File: src/rtl/msrv32_pkg.sv
// msrv32_pkg: shared types and constants for the RV32I PC stage.
//   pc_src_t   : next-PC source select as driven by the control unit
//   pc_state_t : PC generator FSM states
//   PC_INC     : sequential fetch increment
package msrv32_pkg;

    typedef enum logic [1:0] {
        PC_BOOT = 2'b00,
        PC_EPC  = 2'b01,
        PC_TRAP = 2'b10,
        PC_NEXT = 2'b11
    } pc_src_t;

    typedef enum logic [1:0] {
        S_BOOT = 2'b00,
        S_RUN  = 2'b01,
        S_HOLD = 2'b10
    } pc_state_t;

    localparam logic [31:0] PC_INC = 32'd4;

endpackage

File: src/rtl/msrv32_pc_redirect_buf.sv
// msrv32_pc_redirect_buf: one-entry buffer holding a redirect target that
// arrived while the instruction bus was stalled.
//   clk_in, rst_in      : clock, synchronous active-high reset (drops entry)
//   load_i              : capture data_i as a new pending redirect
//   trap_override_i     : replace the pending target with data_i (trap)
//   consume_i           : entry used this cycle; clear valid (wins over writes)
//   data_i              : target to capture
//   valid_o, data_o     : buffered entry
module msrv32_pc_redirect_buf (
    input  logic        clk_in,
    input  logic        rst_in,
    input  logic        load_i,
    input  logic        trap_override_i,
    input  logic        consume_i,
    input  logic [31:0] data_i,
    output logic        valid_o,
    output logic [31:0] data_o
);

    logic        valid_q;
    logic [31:0] data_q;

    always_ff @(posedge clk_in) begin
        if (rst_in) begin
            valid_q <= 1'b0;
            data_q  <= 32'd0;
        end else if (consume_i) begin
            valid_q <= 1'b0;
        end else if (load_i || trap_override_i) begin
            valid_q <= 1'b1;
            data_q  <= data_i;
        end
    end

    assign valid_o = valid_q;
    assign data_o  = data_q;

endmodule

File: src/rtl/msrv32_pc_gen.sv
// msrv32_pc_gen: next-PC generator and PC stage register of the RV32I core.
// Selects boot / EPC / trap / branch target / PC+4, holds the PC across
// instruction-bus wait states and buffers one redirect seen during a stall.
// Optional: define MSRV32_PC_MISALIGN_CHK_EN to flag taken branch/jump
// targets that are not word aligned instead of silently aligning them.
//   clk_in, rst_in        : clock, synchronous active-high reset
//   pc_src_in             : 00 BOOT, 01 EPC, 10 TRAP, 11 NEXT
//   branch_taken_in       : with NEXT, take iadder_in instead of PC+4
//   iadder_in             : branch/jump target from the immediate adder
//   epc_in, trap_address_in : mret return address, trap vector
//   ahb_ready_in          : instruction bus ready (0 = stall)
//   pc_out, pc_plus_4_out : registered stage PC and its link value
//   i_addr_out            : combinational fetch address
//   misaligned_instr_out  : registered one-cycle misaligned-target flag
module msrv32_pc_gen
    import msrv32_pkg::*;
#(
    parameter logic [31:0] BOOT_ADDR = 32'h0000_0000
) (
    input  logic        clk_in,
    input  logic        rst_in,
    input  logic [1:0]  pc_src_in,
    input  logic        branch_taken_in,
    input  logic [31:0] iadder_in,
    input  logic [31:0] epc_in,
    input  logic [31:0] trap_address_in,
    input  logic        ahb_ready_in,
    output logic [31:0] pc_out,
    output logic [31:0] pc_plus_4_out,
    output logic [31:0] i_addr_out,
    output logic        misaligned_instr_out
);

    pc_state_t   state_q, state_d;
    logic [31:0] pc_q, pc_d;
    logic [31:0] tgt, sel, hold_tgt, pc_plus_4;
    logic        redirect, mis_now;
    logic        buf_load, buf_trap, buf_consume, buf_valid;
    logic [31:0] buf_data;
    pc_src_t     src;

    assign src       = pc_src_t'(pc_src_in);
    assign pc_plus_4 = pc_q + PC_INC;

`ifdef MSRV32_PC_MISALIGN_CHK_EN
    // Only bit 0 is cleared (JALR); bit 1 set means a misaligned target,
    // which is reported instead of followed.
    assign tgt     = {iadder_in[31:1], 1'b0};
    assign mis_now = (state_q == S_RUN) && (src == PC_NEXT) && branch_taken_in && tgt[1];

    logic mis_q;
    always_ff @(posedge clk_in) begin
        if (rst_in) mis_q <= 1'b0;
        else        mis_q <= mis_now;
    end
    assign misaligned_instr_out = mis_q;
`else
    assign tgt                  = {iadder_in[31:2], 2'b00};
    assign mis_now              = 1'b0;
    assign misaligned_instr_out = 1'b0;
`endif

    logic unused_bits;
    assign unused_bits = &{1'b0, iadder_in[1:0]};

    always_comb begin
        sel = pc_plus_4;
        unique case (src)
            PC_BOOT: sel = BOOT_ADDR;
            PC_EPC:  sel = epc_in;
            PC_TRAP: sel = trap_address_in;
            PC_NEXT: sel = branch_taken_in ? tgt : pc_plus_4;
            default: sel = pc_plus_4;
        endcase
    end

    assign redirect = (src != PC_NEXT) || branch_taken_in;
    // A trap arriving while stalled takes priority over the buffered target.
    assign hold_tgt = (src == PC_TRAP) ? trap_address_in : buf_data;

    always_comb begin
        state_d     = state_q;
        pc_d        = pc_q;
        i_addr_out  = pc_q;
        buf_load    = 1'b0;
        buf_trap    = 1'b0;
        buf_consume = 1'b0;
        unique case (state_q)
            S_BOOT: begin
                i_addr_out = BOOT_ADDR;
                if (ahb_ready_in) state_d = S_RUN;
            end
            S_RUN: begin
                if (mis_now) begin
                    i_addr_out = pc_q;
                end else if (ahb_ready_in) begin
                    pc_d       = sel;
                    i_addr_out = sel;
                end else if (redirect) begin
                    buf_load = 1'b1;
                    state_d  = S_HOLD;
                end
            end
            S_HOLD: begin
                if (!buf_valid) begin
                    // Entry lost (cannot happen in normal flow): resume sequencing.
                    state_d = S_RUN;
                end else begin
                    i_addr_out = hold_tgt;
                    buf_trap   = (src == PC_TRAP);
                    if (ahb_ready_in) begin
                        pc_d        = hold_tgt;
                        buf_consume = 1'b1;
                        state_d     = S_RUN;
                    end
                end
            end
            default: state_d = S_BOOT;
        endcase
    end

    always_ff @(posedge clk_in) begin
        if (rst_in) begin
            state_q <= S_BOOT;
            pc_q    <= BOOT_ADDR;
        end else begin
            state_q <= state_d;
            pc_q    <= pc_d;
        end
    end

    msrv32_pc_redirect_buf u_rbuf (
        .clk_in          (clk_in),
        .rst_in          (rst_in),
        .load_i          (buf_load),
        .trap_override_i (buf_trap),
        .consume_i       (buf_consume),
        .data_i          (buf_load ? sel : trap_address_in),
        .valid_o         (buf_valid),
        .data_o          (buf_data)
    );

    assign pc_out        = pc_q;
    assign pc_plus_4_out = pc_plus_4;

endmodule
File: config.mk
export PLATFORM = sky130hd
export DESIGN_NAME = msrv32_pc_gen
export DESIGN_NICKNAME = d
export VERILOG_FILES = /design/src/rtl/msrv32_pkg.sv /design/src/rtl/msrv32_pc_redirect_buf.sv /design/src/rtl/msrv32_pc_gen.sv
export SDC_FILE = /design/constraint.sdc
export NUM_CORES = 1
export LEC_CHECK = 0
export CAP_MARGIN = 20
export CORE_MARGIN = 2
export CORE_UTILIZATION = 30
export CTS_BUF_LIST = sky130_fd_sc_hd__clkbuf_8
export DETAILED_ROUTE_END_ITERATION = 10
export PLACE_DENSITY_LB_ADDON = 0.1
export SLEW_MARGIN = 20
export SYNTH_ARGS = -nofsm -noshare
export SYNTH_HDL_FRONTEND = slang
export SYNTH_SLANG_ARGS = --single-unit
File: constraint.sdc
create_clock -name clk_in -period 2.4 [get_ports clk_in]
set_input_delay 0.24 -clock clk_in [delete_from_list [all_inputs] [get_ports clk_in]]
set_output_delay 0.24 -clock clk_in [all_outputs]
set_load 0.1 [all_outputs]
-- Word-level counts from Yosys, hierarchy flattened
Index checks and enable logic that the tools add are counted.
- memories kept: 0
- flip-flop bits (word level): 67
- bits in writable memories: 0
- word-level logic and storage cells: 48
- bits in read-only memories: 0
- latch bits: 0
- $add $sub $neg: 1
- muxes and demuxes: 23
- $lt $le $gt $ge: 0
- equal/unequal tests: 10
- div/mod/pow operators: 0
- $mul: 0
- reduce and logical (&&, ||, !) cells: 9
- bitwise logic cells: 1
- shift operators: 0
- operators by type and width (operator ; count):
    $mux W32 ; 7
    $pmux W32 S4 ; 1
    $pmux W32 S3 ; 1
    $pmux W32 S2 ; 1
    $add A32 B3 Y32 const B ; 1
    $mux W1 ; 8
    $mux W2 ; 4
    $ne A2 B2 Y1 const B ; 4
    $eq A2 B2 Y1 const B ; 3
    $pmux W2 S3 ; 1
    $eq A2 B1 Y1 const B ; 2
    $logic_not A2 Y1 ; 2
    $reduce_and A2 Y1 ; 2
    $reduce_and A3 Y1 ; 1
    $logic_or A1 B1 Y1 ; 2
    $ne A2 B1 Y1 const B ; 1
    $reduce_bool A2 Y1 ; 1
    $reduce_or A2 Y1 ; 1
    $not A1 Y1 ; 1

-- Longest topological paths before layout
Gate-level depths: netlist of the first run.
- word-level depth: 7
- depth in mapped cells: 10
- depth with buffers taken out: 7

-- Hierarchy
Synthesis of the first run repeated with hierarchy kept, for this count alone.
- cells, all modules: 900
- area total of the unflattened synthesis: 6480.0 um^2
- by module, submodules not included (module ; instances ; area an instance (um^2) ; cells an instance):
    msrv32_pc_gen ; 1 ; 4979.8 ; 757
    msrv32_pc_redirect_buf ; 1 ; 1500.2 ; 143

-- Worst setup path before layout of the first run
No wires, ideal clock.
- kind: register to output
- start: register pc_q[12] (netlist: pc_out[12])
- end: output port i_addr_out[25]
- data arrival time: 6047 ps
- data required time: 2160 ps
- cell stages (with the launch flop): 8
- setup slack: -3887 ps
- cell sequence: dfxtp_1 -> buf_2 -> nand3_2 -> nor4_4 -> nand4_1 -> xnor2_1 -> a21oi_1 -> o21ai_0
- word-level cells in the longest chain between the ends: 5
- RTL lines (item ; line ; text):
    start: declaration ; msrv32_pc_gen.sv:35 ; logic [31:0] pc_q, pc_d;
    start signal: assignment ; msrv32_pc_gen.sv:128 ; pc_q <= pc_d;
    $add A32 B3 Y32 ; msrv32_pc_gen.sv:43 ; assign pc_plus_4 = pc_q + PC_INC;
    net pc_plus_4_out[25] ; msrv32_pc_gen.sv:29 ; output logic [31:0] pc_plus_4_out,
    $mux W32 ; msrv32_pc_gen.sv:72 ; PC_NEXT: sel = branch_taken_in ? tgt : pc_plus_4;
    $pmux W32 S4 ; msrv32_pc_gen.sv:68 ; unique case (src)
    $mux W32 ; msrv32_pc_gen.sv:96 ; end else if (ahb_ready_in) begin
    $pmux W32 S3 ; msrv32_pc_gen.sv:88 ; unique case (state_q)
    end: declaration ; msrv32_pc_gen.sv:30 ; output logic [31:0] i_addr_out,
The timed path passes the listed nets, and every way through them passes these cells.

-- Final worst setup path of the first run
- start: register pc_q[2] (netlist: pc_out[2])
- end: output port i_addr_out[15]
- word-level cells in the longest chain between the ends: 5
- RTL lines (item ; line):
    $add A32 B3 Y32 ; msrv32_pc_gen.sv:43
    $mux W32 ; msrv32_pc_gen.sv:72
    $pmux W32 S4 ; msrv32_pc_gen.sv:68
    $mux W32 ; msrv32_pc_gen.sv:96
    $pmux W32 S3 ; msrv32_pc_gen.sv:88
Every way passes these cells.

==> flow_metrics.py, run 1 <==
metrics = {
    "run_status": {
        "status": "complete, but fails checks",
        "violations": "setup timing",
    },
    "run": {
        "maxCapViolations": 0,
    },
    "cts": {
        "clock-sinks": 67,
        "hold_buffers": 0,
        "clk_path_buf_depth": 2,
        "worstSkewPairLatency_ns": 0.38,
        "cts_made_buffers": 9,
        "root_buffer": "clkbuf_8",
        "htree_levels": 3,
        "path_clk_slew_ns": 0.07,
        "cts_tree": "done",
    },
    "sta": {
        "period_minus_slack_ns": 2.76,
        "hold_viol_final": 0,
        "slew_viol_final": 0,
        "finalClockSkew_ns": 0.0136,
        "period_share": 1.15,
        "fin_setup_tns_ns": -4.72,
        "finalHoldWorstSlack_ns": 0.386,
        "fmax_ghz": 0.363,
        "setup_viol": 34,
        "final.setup.worst_slack_ns": -0.357,
        "tightest_slew_ns": 0.638,
        "relSlewSlack": 0.573,
        "rsz0062_at_grt": "yes",
    },
    "grt": {
        "grt_pass1_wl_um": 46100,
        "antenna_found_initial": 0,
        "grt-ovfl-total": 0,
        "track_usage": 0.296,
        "grt_max_degree": 71,
        "grt_pass1_vias": 7658,
    },
    "synthesis": {
        "avgSynthCellArea_um2": 6.98,
        "synthMuxAreaShare": 0.0613,
        "synth_top_family_by_area": "compound AO/OA/AOI/OAI gates",
        "synthDistinctLibCells": 67,
        "synth-edff-count": 0,
        "ys_seq_area_frac": 0.227,
        "synthAdderAreaFrac": 0.00424,
        "yosys.area_share.simple": 0.231,
        "ys.flop_type": "dfxtp_1",
        "synth-async-reset-ratio": 0,
        "netlist_area_um2": 5900,
        "yosysTopAreaCellShare": 0.227,
        "synth.largest_area_cell": "dfxtp_1",
        "syn_nets": 949,
        "synth_seq_cells": 67,
        "ys_warn_count": 0,
        "syn_inst": 845,
        "synth-xor-area-share": 0.0386,
        "synth_compound_area_frac": 0.366,
        "ys_top_cells_by_area": "dfxtp_1, a21oi_1, nor2_1",
    },
    "placement": {
        "hpwl_um": 23500,
        "pre_cts_slack_ns": -0.185,
        "port_buffers": 195,
        "gp_congestion": 0.928,
    },
    "power": {
        "p_switching_mw": 2.20,
        "combPwrFrac": 0.549,
        "vdd_drop_max_mv": 0.248,
        "swShare": 0.446,
        "p_seq_frac": 0.255,
        "pwr-share-clk": 0.197,
        "powerDensity_nw_per_um2": 407,
        "leakage_nw": 4.85,
        "p_int_mw": 2.73,
    },
    "final_layout": {
        "syn_to_final_growth_pct": 105,
        "final_nets": 1328,
        "nFillCells": 1696,
        "drive_gt1_frac": 0.434,
        "regArea_um2": 1430,
        "diodes": 0,
        "post-route-util": 0.623,
        "multiInputGateArea_um2": 5380,
    },
    "setup_path": {
        "cp_cell_sequence": "buf_6 -> nand4_1 -> or4_4 -> xnor2_4 -> a222oi_1 -> buf_4 -> o221ai_4 -> buf_12",
        "cp.required_ns": 2.16,
        "critPathMaxStageDelay_ns": 0.50,
        "path_max_fanout": 3,
        "cp.arrival_ns": 2.52,
        "critPathLaunchType": "register",
        "crit_path_end_kind": "output pin",
        "slowest_stage": "or4_4",
        "critPathKind": "register to output pin",
    },
    "floorplan": {
        "die_w_um": 144,
        "ioPinCount": 199,
        "die_y_um": 144,
        "dieArea_um2": 20800,
        "start_util": 0.304,
        "fp-row-count": 51,
        "core_um2": 19400,
    },
    "hold_path": {
        "hp-class": "primary input to register",
    },
    "detailed_routing": {
        "dr.first_iter.drc_count": 878,
        "avgViaCountPerCell": 5.63,
        "wl_per_cell_um": 20.6,
        "drc": 0,
        "finalWirelength_um": 30700,
        "via_count": 8407,
        "first_pass_iters": 6,
        "ant_nets": 0,
    },
}
[cell type report]
| type | instances | share of cell area |
|---|---|---|
| multi-input cells | 679 | 0.445 |
| repair buffers | 448 | 0.388 |
| flip-flops and latches | 67 | 0.118 |
| well taps | 265 | 0.0274 |
| clock buffers | 13 | 0.0148 |
| inverters | 19 | 0.00590 |
| clock inverters | 3 | 0.00104 |
[cell families (layout without fill, tap and decap cells)]
group           after synthesis  after routing
buf+inv                      99            483
other cells                   1              1
fa+ha+maj                     2              2
flops                        67             67
compound gates              320            320
mux                          36             36
xor+xnor                     26             26
simple gates                294            294
[critical path: cells and delay by family, from the launching register on]
| family | cells | cell delay, ns |
|---|---|---|
| AOI/OAI and AO/OA | 2 | 0.38 |
| and+or+nand+nor | 2 | 0.62 |
| xor gates and xnor gates | 1 | 0.31 |
| DFF | 1 | 0.36 |
| buffers and inverters | 3 | 0.48 |
[timing repair]
action	4_1_cts	5_1_grt
endpoints found under the setup margin	44	44
gates resized for setup	84	25
setup buffers	39	16
gates cloned	1	0
pin swaps	52	32
[synthesized netlist by cell type, types with 5 or more instances]
| cell | number |
|---|---|
| or3_1 | 7 |
| xnor2_1 | 20 |
| and2_1 | 6 |
| buf_2 | 25 |
| a22o_1 | 32 |
| nand2_1 | 81 |
| dfxtp_1 | 67 |
| o2bb2ai_1 | 5 |
| nand4_1 | 14 |
| o22ai_1 | 5 |
| nor2_1 | 116 |
| nand3_1 | 23 |
| clkbuf_1 | 46 |
| or2_2 | 5 |
| o221ai_1 | 11 |
| nor3_1 | 14 |
| a21o_1 | 7 |
| a31oi_1 | 10 |
| xor2_1 | 6 |
| a21oi_1 | 88 |
| a22oi_1 | 13 |
| a221oi_1 | 8 |
| inv_1 | 16 |
| a211oi_1 | 17 |
| o211ai_1 | 20 |
| o21ai_0 | 55 |
| o31ai_1 | 5 |
| mux2i_1 | 35 |
| a221o_1 | 14 |
[cell usage in the layout, fill, tap and decap left out, drive strengths merged, types with 8 or more instances in the layout]
cell type and instances:
buf 349, nor2 116, clkdlybuf4s50 97, a21oi 89
nand2 82, dfxtp 67, o21ai 58, mux2i 35
a22o 32, nand3 24, o211ai 20, xnor2 20
inv 18, a211oi 17, nand4 15, nor3 15
a221o 14, clkbuf 14, a22oi 13, o221ai 11
a31oi 10, a221oi 8
[final timing paths]
check / from / slack, ns / cells after the start / to
setup / recovery: pc_out[2] / -0.36 / 8 / i_addr_out[15]
hold / removal: rst_in / 0.39 / 3 / u_rbuf.data_o[27]
setup reg to reg: pc_out[7] / 0.18 / 10 / pc_out[8]
hold reg to reg: u_rbuf.data_o[22] / 0.45 / 2 / u_rbuf.data_o[22]
[flip-flops by register name, summed over array words and instances, names as in the netlist]
| register | count |
|---|---|
| pc_out | 32 |
| u_rbuf.data_o | 32 |
| state_q | 2 |
| u_rbuf.valid_o | 1 |
[stage by stage]
step / power (mW) / instance area, um2 / instances
finish: 4.92 / 12100 / 1494
CTS: 4.87 / 11900 / 1481
detailed placement: 3.79 / 11000 / 1425
global placement: 3.78 / 11000 / 1425
global route: 5.09 / 12100 / 1494
floorplan: 2.74 / 6930 / 845
[metal layers]
metal / global-route usage / up-vias / share of wire
li1: - / 3924 / -
met1: 0.440 / 3977 / 0.45
met5: 0 / - / 0
met4: 0.0792 / 0 / 0.017
met2: 0.429 / 469 / 0.43
met3: 0.0626 / 37 / 0.10
[power groups by stage]
stage / registers [mW] / clock network, mW / logic (mW)
after CTS: 1.25 / 0.974 / 2.64
after global placement: 1.27 / 0 / 2.51
after detailed placement: 1.27 / 0 / 2.52
final: 1.25 / 0.968 / 2.70
after global routing: 1.27 / 1.02 / 2.80
after floorplan: 1.50 / 0 / 1.25
Note: power is estimated with default switching activity, not from simulation.
==> inputs of run 2 (changes only) <==
Settings changed: SLEW_MARGIN 20 to 25.
==> results of run 2 <==
The final DEF is identical to that of run 1; final timing and power are the same.
